[config.mk]
export PLATFORM = sky130hd
export DESIGN_NAME = regfile_sb_s
export DESIGN_NICKNAME = d
export VERILOG_FILES = /design/src/rtl/regfile_pkg.sv /design/src/rtl/regfile_scoreboard_s.sv /design/src/rtl/regfile_sb_s.sv
export SDC_FILE = /design/constraint.sdc
export NUM_CORES = 2
export LEC_CHECK = 0
export BUFFER_PORTS_ARGS = -buffer_cell sky130_fd_sc_hd__clkbuf_2
export CAP_MARGIN = 40
export CORE_ASPECT_RATIO = 0.6
export CORE_MARGIN = 2
export CORE_UTILIZATION = 40
export CTS_CLUSTER_SIZE = 28
export DETAILED_ROUTE_END_ITERATION = 7
export PLACE_DENSITY_LB_ADDON = 0.1
export SLEW_MARGIN = 20
export SYNTH_ARGS = -nofsm -noshare
export SYNTH_HDL_FRONTEND = slang
export SYNTH_SLANG_ARGS = --single-unit
[constraint.sdc]
create_clock -name clk -period 5.1 [get_ports clk]
set_clock_uncertainty 0.2 [all_clocks]
set_input_delay 1.02 -clock clk [delete_from_list [all_inputs] [get_ports clk]]
set_output_delay 1.02 -clock clk [all_outputs]
set_load 0.02 [all_outputs]
[src/rtl/regfile_pkg.sv]
// Shared defaults and the scoreboard entry type for the regfile_sb_s register file.
// Optional build macro for the top: REGFILE_BYPASS_EN (same-cycle writeback forwarding).
package regfile_pkg;

    localparam int XLEN_DEF     = 32;
    localparam int NUM_REGS_DEF = 32;
    localparam int NUM_RD_DEF   = 2;
    localparam int TAG_W_DEF    = 4;

    typedef struct packed {
        logic                 busy;
        logic [TAG_W_DEF-1:0] tag;
    } sb_entry_t;

endpackage

[src/rtl/regfile_scoreboard_s.sv]
// Busy/tag scoreboard: tracks in-flight producers per register and keeps a running busy count.
// With REGFILE_BYPASS_EN it also exposes the post-edge busy vector for forwarding reads.
module regfile_scoreboard_s
    import regfile_pkg::*;
#(
    parameter  int NUM_REGS = NUM_REGS_DEF,
    parameter  int TAG_W    = TAG_W_DEF,
    localparam int AW       = $clog2(NUM_REGS)
) (
    input  logic                clk,
    input  logic                rst_n,
    input  logic                issue_valid,
    input  logic [AW-1:0]       issue_rd,
    input  logic [TAG_W-1:0]    issue_tag,
    input  logic                wb_valid,
    input  logic [AW-1:0]       wb_rd,
    input  logic [TAG_W-1:0]    wb_tag,
    input  logic                flush,
    output logic [NUM_REGS-1:0] busy,
`ifdef REGFILE_BYPASS_EN
    output logic [NUM_REGS-1:0] busy_next,
`endif
    output logic [AW:0]         busy_count
);

    logic [NUM_REGS-1:0] busy_d;
    logic [TAG_W-1:0]    tag_q [NUM_REGS];
    logic [TAG_W-1:0]    tag_d [NUM_REGS];
    logic [AW:0]         inc;
    logic [AW:0]         dec;
    logic [AW:0]         count_d;

    always_comb begin
        busy_d  = busy;
        tag_d   = tag_q;
        inc     = '0;
        dec     = '0;
        count_d = busy_count;
        if (flush) begin
            busy_d  = '0;
            count_d = '0;
        end else begin
            // Only the producer whose tag is recorded may release the register.
            if (wb_valid && (wb_rd != '0) && busy[wb_rd] && (tag_q[wb_rd] == wb_tag)) begin
                busy_d[wb_rd] = 1'b0;
                dec           = 1;
            end
            if (issue_valid && (issue_rd != '0)) begin
                if (!busy[issue_rd]) begin
                    inc = 1;
                end else if (issue_rd == wb_rd) begin
                    dec = '0;
                end
                busy_d[issue_rd] = 1'b1;
                tag_d[issue_rd]  = issue_tag;
            end
            count_d = busy_count + inc - dec;
        end
    end

`ifdef REGFILE_BYPASS_EN
    assign busy_next = busy_d;
`endif

    always_ff @(posedge clk or negedge rst_n) begin
        if (!rst_n) begin
            busy       <= '0;
            busy_count <= '0;
            for (int i = 0; i < NUM_REGS; i++) begin
                tag_q[i] <= '0;
            end
        end else begin
            busy       <= busy_d;
            busy_count <= count_d;
            tag_q      <= tag_d;
        end
    end

endmodule

[src/rtl/regfile_sb_s.sv]
// Multi-read-port register file with tagged busy scoreboard; r0 is hardwired to zero.
// Define REGFILE_BYPASS_EN to forward same-cycle writeback data and busy state to matching read ports.
module regfile_sb_s
    import regfile_pkg::*;
#(
    parameter  int XLEN     = XLEN_DEF,
    parameter  int NUM_REGS = NUM_REGS_DEF,
    parameter  int NUM_RD   = NUM_RD_DEF,
    parameter  int TAG_W    = TAG_W_DEF,
    localparam int AW       = $clog2(NUM_REGS)
) (
    input  logic                   clk,
    input  logic                   rst_n,
    input  logic [NUM_RD*AW-1:0]   rdAddr,
    output logic [NUM_RD*XLEN-1:0] rdData,
    output logic [NUM_RD-1:0]      rdBusy,
    input  logic                   issueValid,
    input  logic [AW-1:0]          issueRd,
    input  logic [TAG_W-1:0]       issueTag,
    input  logic                   wbValid,
    input  logic [AW-1:0]          wbRd,
    input  logic [TAG_W-1:0]       wbTag,
    input  logic [XLEN-1:0]        wbData,
    input  logic                   flush,
    output logic [AW:0]            busyCount
);

    logic [XLEN-1:0]     regs [NUM_REGS];
    logic [NUM_REGS-1:0] busy;
`ifdef REGFILE_BYPASS_EN
    logic [NUM_REGS-1:0] busy_next;
`endif

    regfile_scoreboard_s #(
        .NUM_REGS (NUM_REGS),
        .TAG_W    (TAG_W)
    ) u_sb (
        .clk         (clk),
        .rst_n       (rst_n),
        .issue_valid (issueValid),
        .issue_rd    (issueRd),
        .issue_tag   (issueTag),
        .wb_valid    (wbValid),
        .wb_rd       (wbRd),
        .wb_tag      (wbTag),
        .flush       (flush),
        .busy        (busy),
`ifdef REGFILE_BYPASS_EN
        .busy_next   (busy_next),
`endif
        .busy_count  (busyCount)
    );

    // Data is written regardless of tag or flush; r0 is never written so it reads zero.
    always_ff @(posedge clk or negedge rst_n) begin
        if (!rst_n) begin
            for (int i = 0; i < NUM_REGS; i++) begin
                regs[i] <= '0;
            end
        end else if (wbValid && (wbRd != '0)) begin
            regs[wbRd] <= wbData;
        end
    end

    for (genvar k = 0; k < NUM_RD; k++) begin : g_rd
        logic [AW-1:0] addr;
        assign addr = rdAddr[k*AW +: AW];
`ifdef REGFILE_BYPASS_EN
        logic hit;
        assign hit = wbValid && (wbRd != '0) && (wbRd == addr);
        assign rdData[k*XLEN +: XLEN] = hit ? wbData : regs[addr];
        assign rdBusy[k]              = hit ? busy_next[addr] : busy[addr];
`else
        assign rdData[k*XLEN +: XLEN] = regs[addr];
        assign rdBusy[k]              = busy[addr];
`endif
    end

endmodule

==> results.json <==
{
  "status": "finished with violations",
  "violations": "hold timing",
  "hpwl_mm": 121,
  "synthArstFlopShare": 1.00,
  "vias": 37100,
  "htreeDepth": 3,
  "synth-edff-count": 0,
  "drv_slew": 0,
  "syn_nets": 3944,
  "num_io_pins": 137,
  "clkPwrFrac": 0.334,
  "ys_ff_latch": 1190,
  "power_density_nw_per_um2": 383,
  "holdWs_ps": -1.14,
  "clockBufferDepth": 3,
  "hold_violations": 3,
  "drtIter0Drc": 3179,
  "rsz0062_at_grt": "false",
  "r2r_slack_ps": 1430,
  "place_congestion": 0.847,
  "swShare": 0.279,
  "grt_overflow": 0,
  "cts_inserted_buffers": 118,
  "setup_violations": 0,
  "syn_area_um2": 63000,
  "initial_utilization": 0.404,
  "ys_warn_count": 0,
  "clk_pin_slew_worst_paths_ps": 70,
  "antenna_found_initial": 7,
  "hold_buffers": 0,
  "leakage_uw": 0.0301,
  "grt_use_total": 0.250,
  "wirelength_mm": 198,
  "syn2layout_area_growth_pct": 12.9,
  "synth_top_area_share": 0.473,
  "synth.most_common_cell": "dfrtp_1",
  "die_width_um": 516,
  "clock.fmax_mhz": 219,
  "grt_max_degree": 113,
  "setup_tns_ps": 0,
  "cts.sinks": 1190,
  "hold_path_class": "in2async",
  "dr.pass1.iters": 5,
  "rows": 112,
  "path_class": "in2out",
  "antenna_left": 0,
  "yosysSeqAreaShare": 0.473,
  "grt_pass1_wl_mm": 290,
  "worstPathRequired_ps": 3880,
  "avgRoutedWirePerCell_um": 32.7,
  "coreArea_um2": 156000,
  "period_share": 0.896,
  "p_sw_uw": 7590,
  "drive_gt1_frac": 0.602,
  "cts_setup_buffers": 0,
  "cts_tree": "built",
  "cellInternalPower_uw": 19600,
  "drt-vias-per-instance": 6.12,
  "post-route-drc-count": 0,
  "yosys-top-cells-area": "dfrtp_1, mux4_2, mux2_2, clkbuf_1, buf_2",
  "die_y_um": 311,
  "insertion_delay_ps": 770,
  "max_cap_violations": 0,
  "dpl_cell_area_um2": 67100,
  "cts_resized": 0,
  "avgSynthCellArea_um2": 16.3,
  "synth_cell_type_count": 51,
  "worstMarginPinSlew_ps": 894,
  "grt_pass1_vias": 38100,
  "dieArea_um2": 161000,
  "combPwrFrac": 0.212,
  "num-nets-final": 3942,
  "p_seq_frac": 0.454,
  "path_max_fanout": 17,
  "port_buffers": 136,
  "synth_common_cells": "dfrtp_1, mux2_2, mux4_2",
  "syn_inst": 3872,
  "peakVddDrop_uv": 286,
  "worstSetupStartpointType": "primary input",
  "final_cell_area_um2": 71100,
  "synthFlopType": "dfrtp_1",
  "cp.arrival_ps": 3350,
  "maxSlewHeadroom": 0.404,
  "cts_root_buf": "clkbuf_16",
  "endpoint_kind": "primary output",
  "synth_top_area_cell": "dfrtp_1",
  "period_needed_ps": 4570
}
[stage by stage]
stage	util	power (µW)	hold WS [ps]	cells	setup slack, ps
after floorplan	-	16300	225	3872	636
after global placement	0.430	18200	162	5851	273
after detailed placement	0.431	18300	165	5856	310
after CTS	0.456	27400	44.4	6069	520
after global routing	0.456	28500	15.8	6074	472
final	0.456	27200	-1.14	6074	531
[critical path: stages]
cell	delay, ps
buf_8	220
buf_12	240
buf_12	230
mux4_2	560
mux4_2	520
mux2_2	300
clkbuf_2	200
[layer usage]
layer | up-vias | track usage | routed length [µm]
li1 | 15100 | - | -
met1 | 20700 | 0.390 | 96300
met2 | 1080 | 0.352 | 84800
met3 | 216 | 0.0594 | 13500
met4 | 4 | 0.0515 | 3760
met5 | - | 0 | 27
[cells by family after synthesis]
kind of cell,synth area share
flip-flops,0.473
AND/OR/NAND/NOR,0.0193
adder cells (fa/ha/maj),0.00151
buffers and inverters,0.0302
AO/OA/AOI/OAI,0.0102
multiplexers,0.464
XOR/XNOR,0.00195
[power by group through the flow]
stage	clock (µW)	combinational (µW)	sequential, µW
final	9090	5760	12300
after global placement	0	5720	12400
after detailed placement	0	5800	12500
after floorplan	0	4300	12000
after CTS	9310	5820	12300
after global routing	9720	6160	12600
[flip-flops by register name, summed over array words and instances (netlist names)]
| register | count |
|---|---|
| u_sb.tag_q | 128 |
| u_sb.busy | 32 |
| regs | 1024 |
| u_sb.busy_count | 6 |
[layout by cell type, fill, tap and decap left out, types with 36 or more instances in the layout]
cell type | netlist | final
nand2_1 | 48 | 42
buf_4 | 3 | 95
mux2_2 | 1129 | 1129
buf_12 | 0 | 81
nor2_1 | 60 | 36
mux4_2 | 682 | 682
mux2i_1 | 48 | 48
dfrtp_1 | 1190 | 1190
clkbuf_16 | 0 | 118
mux2_1 | 53 | 53
clkbuf_2 | 0 | 125
[worst paths after layout]
path	startpoint	end	depth (start not counted)
setup / recovery	rdAddr[5]	rdData[63]	7
hold / removal	rst_n	u_sb.tag_q[56]	1
setup reg to reg	u_sb.busy[19]	u_sb.busy_count[4]	15
hold reg to reg	u_sb.tag_q[126]	u_sb.tag_q[126]	0
max in group asynchronous	rst_n	regs[84]	2
min in group clk	u_sb.tag_q[126]	u_sb.tag_q[126]	0
[layout make-up]
type,count,area (µm²)
flip-flops and latches,1190,29800
well taps,2109,2640
fillers,13700,84700
repair buffers,312,3170
diodes,2,5.00
inverters,9,33.8
clock inverters,44,479
clock buffers,169,3450
multi-input cells,2239,31500
Note: power is estimated with default switching activity, not from simulation.
